## src/rtl/data_mem_arbiter_if.sv

```systemverilog
`default_nettype none
// +--------------------------------------------------------------------------+
// | Module  : data_mem_arbiter_if                                            |
// | Brief   : Bundle of the two requester ports and the DataMemory port.     |
// | Revision: 1.0                                                            |
// +--------------------------------------------------------------------------+
interface data_mem_arbiter_if #(
    parameter int WIDTH = 32
);
    logic             p0_req, p0_we, p0_st_src, p0_ld_src;
    logic [WIDTH-1:0] p0_addr, p0_wdata;
    logic             p0_gnt, p0_rvalid;
    logic [WIDTH-1:0] p0_rdata;

    logic             p1_req, p1_we, p1_st_src, p1_ld_src, p1_lock;
    logic [WIDTH-1:0] p1_addr, p1_wdata;
    logic             p1_gnt, p1_rvalid;
    logic [WIDTH-1:0] p1_rdata;

    logic             mem_we, mem_st_src, mem_ld_src;
    logic [WIDTH-1:0] mem_addr, mem_wd;
    logic [WIDTH-1:0] mem_rd;

    // Requesters and memory side
    modport master (
        output p0_req, p0_we, p0_st_src, p0_ld_src, p0_addr, p0_wdata,
        input  p0_gnt, p0_rvalid, p0_rdata,
        output p1_req, p1_we, p1_st_src, p1_ld_src, p1_lock, p1_addr, p1_wdata,
        input  p1_gnt, p1_rvalid, p1_rdata,
        input  mem_we, mem_st_src, mem_ld_src, mem_addr, mem_wd,
        output mem_rd
    );

    // Arbiter side
    modport slave (
        input  p0_req, p0_we, p0_st_src, p0_ld_src, p0_addr, p0_wdata,
        output p0_gnt, p0_rvalid, p0_rdata,
        input  p1_req, p1_we, p1_st_src, p1_ld_src, p1_lock, p1_addr, p1_wdata,
        output p1_gnt, p1_rvalid, p1_rdata,
        output mem_we, mem_st_src, mem_ld_src, mem_addr, mem_wd,
        input  mem_rd
    );
endinterface
`default_nettype wire

```

## src/rtl/data_mem_arbiter.sv

```systemverilog
`default_nettype none
// +--------------------------------------------------------------------------+
// | Module  : data_mem_arbiter                                               |
// | Brief   : Two-port LRU arbiter with bounded port-1 lock for DataMemory.  |
// | Revision: 1.0                                                            |
// +--------------------------------------------------------------------------+
module data_mem_arbiter #(
    parameter int WIDTH    = 32,
    parameter int MAX_LOCK = 8
) (
    input  wire logic         clk,
    input  wire logic         rst_n,
    data_mem_arbiter_if.slave bus
);
    localparam int              c_CW       = $clog2(MAX_LOCK + 1);
    localparam logic [c_CW-1:0] c_MAX_LOCK = c_CW'(MAX_LOCK);

    typedef enum logic [1:0] {
        IDLE = 2'd0,
        G0   = 2'd1,
        G1   = 2'd2
    } state_t;

    state_t          r_state, w_state_nxt;
    logic            r_ptr;          // 1: port 1 is the least recently granted
    logic [c_CW-1:0] r_lock_cnt, w_lock_cnt_nxt;
    logic            w_gnt0, w_gnt1, w_locked;

    logic             r_p0_rvalid, r_p1_rvalid;
    logic [WIDTH-1:0] r_p0_rdata, r_p1_rdata;

    always_ff @(posedge clk) begin
        if (!rst_n) begin
            r_state    <= IDLE;
            r_ptr      <= 1'b0;
            r_lock_cnt <= '0;
        end else begin
            r_state    <= w_state_nxt;
            r_lock_cnt <= w_lock_cnt_nxt;
            if (w_gnt0)      r_ptr <= 1'b1;
            else if (w_gnt1) r_ptr <= 1'b0;
        end
    end

    always_comb begin
        w_gnt0         = 1'b0;
        w_gnt1         = 1'b0;
        w_locked       = 1'b0;
        w_state_nxt    = IDLE;
        w_lock_cnt_nxt = '0;
        if (rst_n) begin
            w_locked = (r_state == G1) && bus.p1_req && bus.p1_lock &&
                       (r_lock_cnt < c_MAX_LOCK);
            if (w_locked) begin
                w_gnt1 = 1'b1;
            end else if (bus.p0_req && bus.p1_req) begin
                w_gnt0 = ~r_ptr;
                w_gnt1 = r_ptr;
            end else begin
                w_gnt0 = bus.p0_req;
                w_gnt1 = bus.p1_req;
            end
        end
        if (w_gnt0)      w_state_nxt = G0;
        else if (w_gnt1) w_state_nxt = G1;
        // Unlocked port-1 grants hold the count, which saturates at MAX_LOCK
        if (w_gnt1) begin
            w_lock_cnt_nxt = w_locked ? r_lock_cnt + c_CW'(1) : r_lock_cnt;
        end
    end

    always_comb begin
        bus.mem_we     = 1'b0;
        bus.mem_st_src = 1'b0;
        bus.mem_ld_src = 1'b0;
        bus.mem_addr   = '0;
        bus.mem_wd     = '0;
        if (w_gnt0) begin
            bus.mem_we     = bus.p0_we;
            bus.mem_st_src = bus.p0_st_src;
            bus.mem_ld_src = bus.p0_ld_src;
            bus.mem_addr   = bus.p0_addr;
            bus.mem_wd     = bus.p0_wdata;
        end else if (w_gnt1) begin
            bus.mem_we     = bus.p1_we;
            bus.mem_st_src = bus.p1_st_src;
            bus.mem_ld_src = bus.p1_ld_src;
            bus.mem_addr   = bus.p1_addr;
            bus.mem_wd     = bus.p1_wdata;
        end
    end

    always_ff @(posedge clk) begin
        if (!rst_n) begin
            r_p0_rvalid <= 1'b0;
            r_p1_rvalid <= 1'b0;
            r_p0_rdata  <= '0;
            r_p1_rdata  <= '0;
        end else begin
            r_p0_rvalid <= w_gnt0 && !bus.p0_we;
            r_p1_rvalid <= w_gnt1 && !bus.p1_we;
            if (w_gnt0 && !bus.p0_we) r_p0_rdata <= bus.mem_rd;
            if (w_gnt1 && !bus.p1_we) r_p1_rdata <= bus.mem_rd;
        end
    end

    assign bus.p0_gnt    = w_gnt0;
    assign bus.p1_gnt    = w_gnt1;
    assign bus.p0_rvalid = r_p0_rvalid;
    assign bus.p1_rvalid = r_p1_rvalid;
    assign bus.p0_rdata  = r_p0_rdata;
    assign bus.p1_rdata  = r_p1_rdata;
endmodule
`default_nettype wire

```

## src/flat_wrapper.sv

```systemverilog
// flat-port wrapper written by rule: the top's interface ports become plain ports
module data_mem_arbiter_flat 
#(
    parameter int WIDTH    = 32,
    parameter int MAX_LOCK = 8
)
  (clk, rst_n, bus_p0_req, bus_p0_we, bus_p0_st_src, bus_p0_ld_src, bus_p0_addr, bus_p0_wdata, bus_p0_gnt, bus_p0_rvalid, bus_p0_rdata, bus_p1_req, bus_p1_we, bus_p1_st_src, bus_p1_ld_src, bus_p1_lock, bus_p1_addr, bus_p1_wdata, bus_p1_gnt, bus_p1_rvalid, bus_p1_rdata, bus_mem_we, bus_mem_st_src, bus_mem_ld_src, bus_mem_addr, bus_mem_wd, bus_mem_rd);
  data_mem_arbiter_if #(.WIDTH(WIDTH)) bus_i ();
  input  wire logic clk;
  input  wire logic rst_n;
  input wire logic [$bits(bus_i.p0_req)-1:0] bus_p0_req;
  input wire logic [$bits(bus_i.p0_we)-1:0] bus_p0_we;
  input wire logic [$bits(bus_i.p0_st_src)-1:0] bus_p0_st_src;
  input wire logic [$bits(bus_i.p0_ld_src)-1:0] bus_p0_ld_src;
  input wire logic [$bits(bus_i.p0_addr)-1:0] bus_p0_addr;
  input wire logic [$bits(bus_i.p0_wdata)-1:0] bus_p0_wdata;
  output wire logic [$bits(bus_i.p0_gnt)-1:0] bus_p0_gnt;
  output wire logic [$bits(bus_i.p0_rvalid)-1:0] bus_p0_rvalid;
  output wire logic [$bits(bus_i.p0_rdata)-1:0] bus_p0_rdata;
  input wire logic [$bits(bus_i.p1_req)-1:0] bus_p1_req;
  input wire logic [$bits(bus_i.p1_we)-1:0] bus_p1_we;
  input wire logic [$bits(bus_i.p1_st_src)-1:0] bus_p1_st_src;
  input wire logic [$bits(bus_i.p1_ld_src)-1:0] bus_p1_ld_src;
  input wire logic [$bits(bus_i.p1_lock)-1:0] bus_p1_lock;
  input wire logic [$bits(bus_i.p1_addr)-1:0] bus_p1_addr;
  input wire logic [$bits(bus_i.p1_wdata)-1:0] bus_p1_wdata;
  output wire logic [$bits(bus_i.p1_gnt)-1:0] bus_p1_gnt;
  output wire logic [$bits(bus_i.p1_rvalid)-1:0] bus_p1_rvalid;
  output wire logic [$bits(bus_i.p1_rdata)-1:0] bus_p1_rdata;
  output wire logic [$bits(bus_i.mem_we)-1:0] bus_mem_we;
  output wire logic [$bits(bus_i.mem_st_src)-1:0] bus_mem_st_src;
  output wire logic [$bits(bus_i.mem_ld_src)-1:0] bus_mem_ld_src;
  output wire logic [$bits(bus_i.mem_addr)-1:0] bus_mem_addr;
  output wire logic [$bits(bus_i.mem_wd)-1:0] bus_mem_wd;
  input wire logic [$bits(bus_i.mem_rd)-1:0] bus_mem_rd;
  assign bus_i.p0_req = bus_p0_req;
  assign bus_i.p0_we = bus_p0_we;
  assign bus_i.p0_st_src = bus_p0_st_src;
  assign bus_i.p0_ld_src = bus_p0_ld_src;
  assign bus_i.p0_addr = bus_p0_addr;
  assign bus_i.p0_wdata = bus_p0_wdata;
  assign bus_p0_gnt = bus_i.p0_gnt;
  assign bus_p0_rvalid = bus_i.p0_rvalid;
  assign bus_p0_rdata = bus_i.p0_rdata;
  assign bus_i.p1_req = bus_p1_req;
  assign bus_i.p1_we = bus_p1_we;
  assign bus_i.p1_st_src = bus_p1_st_src;
  assign bus_i.p1_ld_src = bus_p1_ld_src;
  assign bus_i.p1_lock = bus_p1_lock;
  assign bus_i.p1_addr = bus_p1_addr;
  assign bus_i.p1_wdata = bus_p1_wdata;
  assign bus_p1_gnt = bus_i.p1_gnt;
  assign bus_p1_rvalid = bus_i.p1_rvalid;
  assign bus_p1_rdata = bus_i.p1_rdata;
  assign bus_mem_we = bus_i.mem_we;
  assign bus_mem_st_src = bus_i.mem_st_src;
  assign bus_mem_ld_src = bus_i.mem_ld_src;
  assign bus_mem_addr = bus_i.mem_addr;
  assign bus_mem_wd = bus_i.mem_wd;
  assign bus_i.mem_rd = bus_mem_rd;
  data_mem_arbiter #(.WIDTH(WIDTH), .MAX_LOCK(MAX_LOCK)) u_core (.clk(clk), .rst_n(rst_n), .bus(bus_i));
endmodule
```

## config.mk

```make
export PLATFORM = sky130hd
export DESIGN_NAME = data_mem_arbiter_flat
export DESIGN_NICKNAME = d
export VERILOG_FILES = /design/src/rtl/data_mem_arbiter_if.sv /design/src/rtl/data_mem_arbiter.sv /design/src/flat_wrapper.sv
export SDC_FILE = /design/constraint.sdc
export NUM_CORES = 1
export LEC_CHECK = 0
export CORE_AREA = 2 2 117 119
export DETAILED_ROUTE_END_ITERATION = 7
export DIE_AREA = 0 0 119 121
export PLACE_DENSITY = 0.75
export SETUP_SLACK_MARGIN = 0.3
export SLEW_MARGIN = 15
export SYNTH_ARGS = -nofsm -noshare
export SYNTH_HDL_FRONTEND = slang
export SYNTH_SLANG_ARGS = --single-unit
```

## constraint.sdc

```tcl
create_clock -name clk -period 3.5 [get_ports clk]
set_clock_uncertainty 0.15 [all_clocks]
set_input_delay 0.7 -clock clk [delete_from_list [all_inputs] [get_ports clk]]
set_output_delay 0.7 -clock clk [all_outputs]
set_load 0.01 [all_outputs]
```

==> impl_metrics.env, run 1 <==
export IMPL_status="finished, final reports clean"
export IMPL_clk_pin_slew_worst_paths_ns=0.06
export IMPL_synth_seq_cells=73
export IMPL_place_area_um2=7126
export IMPL_cp_slowest_stage_delay_ns=0.51
export IMPL_ys_types=32
export IMPL_areaGrowthSynthToFinish_pct=95.91
export IMPL_cp_start_kind="primary input"
export IMPL_p_clk_frac=0.367
export IMPL_crit_path_end_kind="primary output"
export IMPL_powerDensity_nw_per_um2=350.6
export IMPL_layout_drive_gt1_share=0.06577
export IMPL_cpMostUsedCell="clkdlybuf4s50_1"
export IMPL_ant_nets=0
export IMPL_netlist_area_um2=3918
export IMPL_yosysTopAreaCell="dfxtp_1"
export IMPL_design_portCount=306
export IMPL_required_ns=2.65
export IMPL_yosys_top_cells_count="nand2_1, dfxtp_1, o22ai_1, mux2i_1, clkbuf_1"
export IMPL_yosysTopAreaCellShare=0.3730
export IMPL_sw_frac_of_total=0.2662
export IMPL_dr_pass1_iters=4
export IMPL_internal_power_uw=1975
export IMPL_critPathTopFamily="buffers and inverters"
export IMPL_yosysMostFrequentCell="nand2_1"
export IMPL_power_leakage_uw=0.003606
export IMPL_fp_coreArea_um2=13090
export IMPL_rsz0062_at_grt="yes"
export IMPL_vias=4670
export IMPL_detail_route_wl_per_cell_um=16.51
export IMPL_p_comb_frac=0.299
export IMPL_path_class="in2out"
export IMPL_ys_seq_area_frac=0.3730
export IMPL_switching_power_uw=716.2
export IMPL_synth_edf_count=0
export IMPL_synth_main_ff_cell="dfxtp_1"
export IMPL_relSlewSlack=0.5573
export IMPL_cp_arrival_ns=2.57
export IMPL_setup_tns_final_ns=0
export IMPL_grt_pass1_wl_um=23730
export IMPL_p_total_uw=2691
export IMPL_initialDrtViolationCount=192
export IMPL_grt_max_degree=70
export IMPL_hold_buffers=0
export IMPL_async_flop_share=0
export IMPL_grt_overflow_total=0
export IMPL_die_area_um2=14400
export IMPL_clock_root_buffer="clkbuf_16"
export IMPL_hold_viol_final=0
export IMPL_dp_slack_ns=0.02746
export IMPL_drcViolationCount=0
export IMPL_path_cells="clkdlybuf4s50_1 -> nand4bb_1 -> a21oi_4 -> buf_4 -> buf_12 -> o22ai_1 -> clkdlybuf4s50_1"
export IMPL_drv_slew=0
export IMPL_tightest_slew_ns=0.6640
export IMPL_cp_slowest_cell="clkdlybuf4s50_1"
export IMPL_antenna_found_initial=4
export IMPL_yosys_top_cells_area="dfxtp_1, nand2_1, mux2i_1"
export IMPL_routed_via_density=4.661
export IMPL_cts_buffers=9
export IMPL_die_h_um=121
export IMPL_ir_drop_v=0.0002287
export IMPL_clk_latency_ns=0.32
export IMPL_synthCells=518
export IMPL_power_frac_seq=0.334
export IMPL_track_usage=0.2071
export IMPL_setup_ws_ns=0.07508
export IMPL_period_share=0.9785
export IMPL_period_needed_ns=3.425
export IMPL_cp_buffers_inverters=4
export IMPL_die_w_um=119
export IMPL_first_global_vias=4380
export IMPL_worstPathMaxFanout=34
export IMPL_utilization=0.5865
export IMPL_fillers=1179
export IMPL_drt_total_wl_um=16540
export IMPL_globalplace_congestion=0.8535
export IMPL_start_util=0.2994
export IMPL_num_nets_final=988
export IMPL_cts_htree_levels=3
export IMPL_max_freq_mhz=292.0
export IMPL_postSynthAreaPerCell_um2=7.563
export IMPL_min_path_type="reg2reg"
export IMPL_setup_viol_count_final=0
export IMPL_synth_nets=690
export IMPL_ys_warnings_count=0
export IMPL_cts_max_path_buffers=2
export IMPL_final_cell_area_um2=7675
export IMPL_maxCapViolCount=0
export IMPL_hpwl_um=11690
export IMPL_placementRows=42
export IMPL_clock_sinks=73
export IMPL_io_buffer_count=305
export IMPL_cts_tree="built"
==> routing by layer <==
| layer | part of all wire | routed length (um) | global-route usage | vias to the layer above |
|---|---|---|---|---|
| li1 | - | - | - | 2358 |
| met1 | 0.43 | 7036 | 0.2597 | 2115 |
| met2 | 0.47 | 7802 | 0.3333 | 178 |
| met3 | 0.082 | 1358 | 0.07143 | 19 |
| met4 | 0.021 | 344 | 0.06696 | 0 |
| met5 | 0 | 0 | 0 | - |
==> area by class of cell <==
class | instances | area, um^2 | share of cell area
diodes | 5 | 12.51 | 0.001630
clock buffers | 10 | 229.0 | 0.02983
inverters | 2 | 7.507 | 0.0009782
well taps | 176 | 220.2 | 0.02869
clock inverters | 6 | 90.09 | 0.01174
flip-flops and latches | 73 | 1461 | 0.1904
multi-input cells | 396 | 2207 | 0.2876
repair buffers | 334 | 3447 | 0.4491
==> cell usage in the layout, fill, tap and decap left out, drive strengths merged <==
cell           count
nand2            231
nor3b              3
o21bai             1
o22ai             67
and4bb             1
and2               1
and3               1
nor2b              5
clkinv             2
mux2i             64
clkbuf            13
a21oi              4
nand4bb            1
bufinv             2
dlymetal6s2s      27
nand2b             1
inv                3
o211a              1
nand3              2
o21ai              7
nor2               2
diode              5
or3                1
buf               28
nor3               1
ha                 1
clkinvlp           1
dfxtp             73
a31oi              1
clkdlybuf4s50    276
==> path summary, 6_finish.rpt <==
| check | to | startpoint | cells past startpoint | slack (ns) |
|---|---|---|---|---|
| worst min register to register | u_core.bus.p1_rdata[11] | u_core.bus.p1_rdata[11] | 2 | 0.31 |
| worst max-delay path | bus_mem_wd[2] | bus_p1_lock | 7 | 0.08 |
| worst min-delay path | u_core.bus.p1_rdata[11] | u_core.bus.p1_rdata[11] | 2 | 0.31 |
| worst max register to register | u_core.bus.p1_rdata[0] | u_core.r_lock_cnt[3] | 5 | 1.63 |
==> metrics by stage <==
| step | std cells | hold slack (ns) |
|---|---|---|
| 6_report | 1002 | 0.3051 |
| 5_1_grt | 1000 | 0.3232 |
| 4_1_cts | 988 | 0.3105 |
| 3_5_place_dp | 970 | 0.3013 |
| 3_3_place_gp | 970 | 0.2940 |
| 2_1_floorplan | 518 | 0.2937 |
==> tightest hold or removal path, cell delays in order, from the launching register on <==
cell and delay, ns:
dfxtp_1 0.30, nand2_1 0.05, mux2i_1 0.05
==> what timing repair did <==
action                     in CTS  in global routing
gates cloned                    0                  5
hold endpoints to repair        0                  0
pin swaps                       1                  3
gates resized for setup         2                 35
setup buffers                   2                  4
setup endpoints to repair      68                 69
==> sequential cells by signal, indices dropped and copies added (netlist names) <==
name                  count
u_core.bus.p1_rdata      32
u_core.bus.p1_rvalid      1
u_core.r_state            2
u_core.r_ptr              1
u_core.bus.p0_rdata      32
u_core.r_lock_cnt         4
u_core.bus.p0_rvalid      1
==> cells by family (layout without fill, tap and decap cells) <==
family / after synthesis / count (layout) / synth area share
simple gates: 250 / 250 / 0.2555
other cells: 0 / 5 / 0
buf+inv: 49 / 352 / 0.07186
fa+ha+maj: 1 / 1 / 0.003193
flops: 73 / 73 / 0.3730
compound gates: 81 / 81 / 0.1329
mux: 64 / 64 / 0.1635
==> power by group through the flow <==
stage          registers (uW)  logic, uW  clock network [uW]
2_1_floorplan             936        290                   0
3_3_place_gp              916        765                   0
3_5_place_dp              917        764                   0
4_1_cts                   899        773                1010
5_1_grt                   904        858                1050
6_report                  899        805                 987
Note: power is estimated with default switching activity, not from simulation.
==> inputs of run 2 (changes only) <==
--- a/config.mk
+++ b/config.mk
@@ -5,11 +5,10 @@
 export SDC_FILE = /design/constraint.sdc
 export NUM_CORES = 1
 export LEC_CHECK = 0
-export CORE_AREA = 2 2 117 119
+export CORE_AREA = 3 3 118 120
 export DETAILED_ROUTE_END_ITERATION = 7
-export DIE_AREA = 0 0 119 121
+export DIE_AREA = 0 0 121 123
 export PLACE_DENSITY = 0.75
-export SETUP_SLACK_MARGIN = 0.3
 export SLEW_MARGIN = 15
 export SYNTH_ARGS = -nofsm -noshare
 export SYNTH_HDL_FRONTEND = slang
==> run 2 against run 1 <==
  * Worst hold slack worse by 0.00065 ns
  * Critical path depth stayed put
  * Total power is 2.7% lower
  * Clock power shrank 6.5%
  * Via count shrank 1.8%
  * Maximum frequency down 0.76%
  * Clock-buffer cell count grew 2
  * First-iteration DRC count is 26% higher
  * Largest cell class unchanged
==> impl_metrics.env, run 2 (synthesis results as in run 1) <==
export IMPL_status="finished, final reports clean"
export IMPL_clk_pin_slew_worst_paths_ns=0.06
export IMPL_path_cells="clkdlybuf4s50_1 -> nand4bb_1 -> a21oi_4 -> buf_4 -> clkbuf_16 -> o22ai_1 -> clkdlybuf4s50_1"
export IMPL_cp_slowest_cell="clkdlybuf4s50_1"
export IMPL_io_buffer_count=305
export IMPL_powerDensity_nw_per_um2=347.8
export IMPL_grt_overflow_total=0
export IMPL_layout_common_cells="clkdlybuf4s50_1, nand2_1, dfxtp_1"
export IMPL_setup_ws_ns=0.04883
export IMPL_start_util=0.2994
export IMPL_crit_path_end_kind="primary output"
export IMPL_dr_pass1_iters=4
export IMPL_cts_buffers=9
export IMPL_p_total_uw=2620
export IMPL_drcViolationCount=0
export IMPL_utilization=0.5755
export IMPL_grt_pass1_wl_um=23660
export IMPL_detail_route_wl_per_cell_um=16.60
export IMPL_layout_commonest_cell="clkdlybuf4s50_1"
export IMPL_placementRows=42
export IMPL_cpMostUsedCell="clkdlybuf4s50_1"
export IMPL_cts_tree="built"
export IMPL_drv_slew=0
export IMPL_required_ns=2.65
export IMPL_cp_slowest_stage_delay_ns=0.50
export IMPL_initialDrtViolationCount=242
export IMPL_setup_viol_count_final=0
export IMPL_ir_drop_v=0.0002128
export IMPL_drt_total_wl_um=16470
export IMPL_max_freq_mhz=289.8
export IMPL_layout_drive_gt1_share=0.05767
export IMPL_worstPathMaxFanout=8
export IMPL_whs_ns=0.3045
export IMPL_cts_max_path_buffers=2
export IMPL_grt_max_degree=79
export IMPL_min_path_type="reg2reg"
export IMPL_vias=4586
export IMPL_period_share=0.9860
export IMPL_cp_buffers_inverters=4
export IMPL_critPathTopFamily="buffers and inverters"
export IMPL_clk_latency_ns=0.32
export IMPL_cts_htree_levels=3
export IMPL_routed_via_density=4.623
export IMPL_period_needed_ns=3.451
export IMPL_clock_sinks=73
export IMPL_ant_nets=0
export IMPL_hpwl_um=12270
export IMPL_hold_buffers=0
export IMPL_globalplace_congestion=0.9213
export IMPL_fp_coreArea_um2=13090
export IMPL_place_area_um2=7131
export IMPL_tightest_slew_ns=0.7340
export IMPL_cp_start_kind="primary input"
export IMPL_die_w_um=121
export IMPL_hold_viol_final=0
export IMPL_relSlewSlack=0.5107
export IMPL_power_leakage_uw=0.003190
export IMPL_die_area_um2=14880
export IMPL_maxCapViolCount=0
export IMPL_dp_slack_ns=-0.04116
export IMPL_num_nets_final=982
export IMPL_design_portCount=306
export IMPL_final_cell_area_um2=7531
export IMPL_antenna_found_initial=2
export IMPL_areaGrowthSynthToFinish_pct=92.24
export IMPL_clock_root_buffer="clkbuf_16"
export IMPL_die_h_um=123
export IMPL_cp_arrival_ns=2.60
export IMPL_first_global_vias=4326
export IMPL_path_class="in2out"
export IMPL_track_usage=0.2011
[run 2: area by class of cell]
class,count,area (um^2)
Fill cell,1190,5554
Timing Repair Buffer,328,3323
Multi-Input combinational cell,396,2218
Sequential cell,73,1461
Clock buffer,12,246.5
Tap cell,176,220.2
Clock inverter,4,51.30
Inverter,2,7.507
Antenna cell,1,2.502
[run 2: through the flow]
| stage | TNS, ns | std cells |
|---|---|---|
| after floorplan | 0 | 518 |
| after global placement | -0.04770 | 969 |
| after detailed placement | -0.04116 | 969 |
| after CTS | 0 | 985 |
| after global routing | -0.3404 | 992 |
| final | 0 | 992 |
[run 2: routing by layer]
layer / vias to the layer above / GRT usage / wire [um]
li1: 2334 / - / -
met1: 2032 / 0.2402 / 6520
met2: 190 / 0.3411 / 8053
met3: 28 / 0.07594 / 1515
met4: 2 / 0.05241 / 367
met5: - / 0 / 13
[run 2: worst reg2reg max path: cells and delay by family (launching register included)]
family / cells / cell delay (ns)
mux: 1 / 0.25
buf+inv: 3 / 0.70
flops: 1 / 0.32
compound gates: 1 / 0.12
simple gates: 1 / 0.26
[run 2: power breakdown]
part           total [uW]  leakage [uW]  internal, uW  switching (uW)
Combinational         798       0.00245           467             330
Clock                 923      0.000143           573             349
Sequential            899      0.000596           877            22.7
Total                2620       0.00319          1920             702
[run 2: what timing repair did]
| item | CTS | global route |
|---|---|---|
| setup endpoints to repair | 1 | 40 |
| cloned | 0 | 3 |
| setup buffers | 0 | 3 |
| resized for setup | 1 | 7 |
[run 2: path summary, 6_finish.rpt]
| check | endpoint | slack (ns) | cells past startpoint | start |
|---|---|---|---|---|
| min | u_core.bus.p1_rdata[1] | 0.30 | 2 | u_core.bus.p1_rdata[1] |
| min reg2reg | u_core.bus.p1_rdata[1] | 0.30 | 2 | u_core.bus.p1_rdata[1] |
| max reg2reg | u_core.bus.p0_rdata[24] | 1.64 | 6 | u_core.r_lock_cnt[3] |
| max | bus_mem_wd[21] | 0.05 | 7 | bus_p1_lock |
==> inputs of run 3 (changes only) <==
==> constraint.sdc (replaced) <==
create_clock -name clk -period 3.5 [get_ports clk]
set_clock_uncertainty 0.15 [all_clocks]
set_input_delay 0.525 -clock clk [delete_from_list [all_inputs] [get_ports clk]]
set_output_delay 0.525 -clock clk [all_outputs]
set_load 0.01 [all_outputs]
==> run 3 against run 2 <==
  * Final area down 2.1%
  * Routed wire length is 5.3% lower
  * Via count down 0.22%
  * First-iteration DRC count fell by 12%
  * Sequential power hardly changed
  * Die area unchanged
  * Utilization fell by 1.2 points
  * Sequential share of layout area rose by 0.41 points
  * Worst hold slack about the same
==> impl_metrics.env, run 3 (synthesis results as in run 1) <==
export IMPL_status="finished, final reports clean"
export IMPL_period_needed_ns=3.338
export IMPL_timing_rr_end="u_core.bus.p0_rdata[30]"
export IMPL_drv_slew=0
export IMPL_die_area_um2=14880
export IMPL_cts_tree="built"
export IMPL_track_usage=0.1996
export IMPL_dp_slack_ns=0.1890
export IMPL_power_frac_seq=0.351
export IMPL_hold_buffers=0
export IMPL_vias=4576
export IMPL_rsz0062_at_grt="no"
export IMPL_grt_overflow_total=0
export IMPL_maxCapViolCount=0
export IMPL_grt_max_degree=81
export IMPL_tightest_slew_ns=0.7528
export IMPL_clk_latency_ns=0.32
export IMPL_drt_total_wl_um=15600
export IMPL_layout_commonest_cell="clkdlybuf4s50_1"
export IMPL_rr_worst_depth=5
export IMPL_cp_slowest_stage_delay_ns=0.52
export IMPL_r2r_start="u_core.r_lock_cnt[3]"
export IMPL_whs_ns=0.3045
export IMPL_clock_sinks=73
export IMPL_period_share=0.9537
export IMPL_placementRows=42
export IMPL_path_class="in2out"
export IMPL_areaGrowthSynthToFinish_pct=88.21
export IMPL_layout_drive_gt1_share=0.04110
export IMPL_routed_via_density=4.660
export IMPL_num_nets_final=971
export IMPL_ir_drop_v=0.0002344
export IMPL_io_buffer_count=305
export IMPL_antenna_found_initial=5
export IMPL_cp_arrival_ns=2.66
export IMPL_worstPathMaxFanout=39
export IMPL_max_freq_mhz=299.6
export IMPL_switching_power_uw=687.9
export IMPL_m1WireLength_um=6297
export IMPL_initialDrtViolationCount=213
export IMPL_cp_start_kind="primary input"
export IMPL_sw_frac_of_total=0.2688
export IMPL_p_comb_frac=0.297
export IMPL_hold_path_end="u_core.bus.p0_rdata[10]"
export IMPL_crit_path_end_kind="primary output"
export IMPL_p_clk_frac=0.352
export IMPL_cts_max_path_buffers=2
export IMPL_internal_power_uw=1871
export IMPL_ant_nets=0
export IMPL_wl_met2_um=7597
export IMPL_cts_resized=0
export IMPL_cp_slowest_cell="clkdlybuf4s50_1"
export IMPL_layout_common_cells="clkdlybuf4s50_1, nand2_1, dfxtp_1"
export IMPL_die_w_um=121
export IMPL_fillers=1169
export IMPL_clk_pin_slew_worst_paths_ns=0.06
export IMPL_start_util=0.2994
export IMPL_setup_ws_ns=0.1619
export IMPL_setup_worst_path_start="bus_p1_lock"
export IMPL_design_portCount=306
export IMPL_dr_max_layer_used="met5"
export IMPL_globalplace_congestion=0.9235
export IMPL_setup_viol_count_final=0
export IMPL_dr_pass1_iters=5
export IMPL_drcViolationCount=0
export IMPL_die_h_um=123
export IMPL_route_met3_wl_um=1325
export IMPL_path_cells="clkdlybuf4s50_1 -> and4bb_4 -> o21ai_4 -> buf_12 -> o22ai_1 -> clkdlybuf4s50_1"
export IMPL_cts_buffers=9
export IMPL_post_cts_setup_buffers=0
export IMPL_relSlewSlack=0.4981
export IMPL_cpMostUsedCell="clkdlybuf4s50_1"
export IMPL_required_ns=2.82
export IMPL_setup_tns_final_ns=0
export IMPL_hpwl_um=11970
export IMPL_detail_route_wl_per_cell_um=15.88
export IMPL_cts_htree_levels=3
export IMPL_first_global_vias=4424
export IMPL_min_path_type="reg2reg"
export IMPL_reg2reg_slack_ns=1.56
export IMPL_hold_start="u_core.bus.p0_rdata[10]"
export IMPL_clock_root_buffer="clkbuf_16"
export IMPL_utilization=0.5635
export IMPL_powerDensity_nw_per_um2=347.0
export IMPL_grt_pass1_wl_um=23440
export IMPL_fp_coreArea_um2=13090
export IMPL_hold_depth=2
export IMPL_power_leakage_uw=0.003080
export IMPL_hold_viol_final=0
## run 3: final cells by class
class	count	area, um^2	area share
antenna	3	7.507	0.001018
clock buffer	10	229.0	0.03105
clock inverter	5	56.30	0.007636
inverter	2	7.507	0.001018
multi-input combinational	396	2197	0.2980
sequential	73	1461	0.1982
tap	176	220.2	0.02987
timing repair buffer	317	3194	0.4332
## run 3: power groups by stage
| stage | clock [uW] | sequential (uW) | combinational (uW) |
|---|---|---|---|
| final | 900 | 899 | 760 |
| after global routing | 959 | 904 | 814 |
| after CTS | 924 | 899 | 765 |
| after detailed placement | 0 | 917 | 759 |
| after global placement | 0 | 916 | 760 |
| after floorplan | 0 | 936 | 290 |
## run 3: worst max-delay path, delay by kind of cell
family                 cells  cell delay [ns]
buffers and inverters      3             1.22
and+or+nand+nor            1             0.26
AOI/OAI and AO/OA          2             0.63
## run 3: how the worst max path moves through the flow
stage,cells past startpoint,end
floorplan,5,bus_mem_wd[10]
CTS,6,bus_mem_addr[3]
global placement,6,bus_mem_wd[8]
finish,6,bus_mem_addr[3]
global route,6,bus_mem_addr[3]
detailed placement,6,bus_mem_addr[3]
## run 3: metrics by stage
stage / instances / total power [uW] / cell area (um^2)
4_1_cts: 979 / 2589 / 7366
6_report: 982 / 2559 / 7373
2_1_floorplan: 518 / 1227 / 3918
5_1_grt: 982 / 2678 / 7373
3_3_place_gp: 964 / 1676 / 7081
3_5_place_dp: 964 / 1677 / 7081
## run 3: layer usage
metal,up-vias,track usage
met5,-,0
met4,4,0.06020
met1,2042,0.2387
met3,22,0.07045
li1,2316,-
met2,192,0.3380
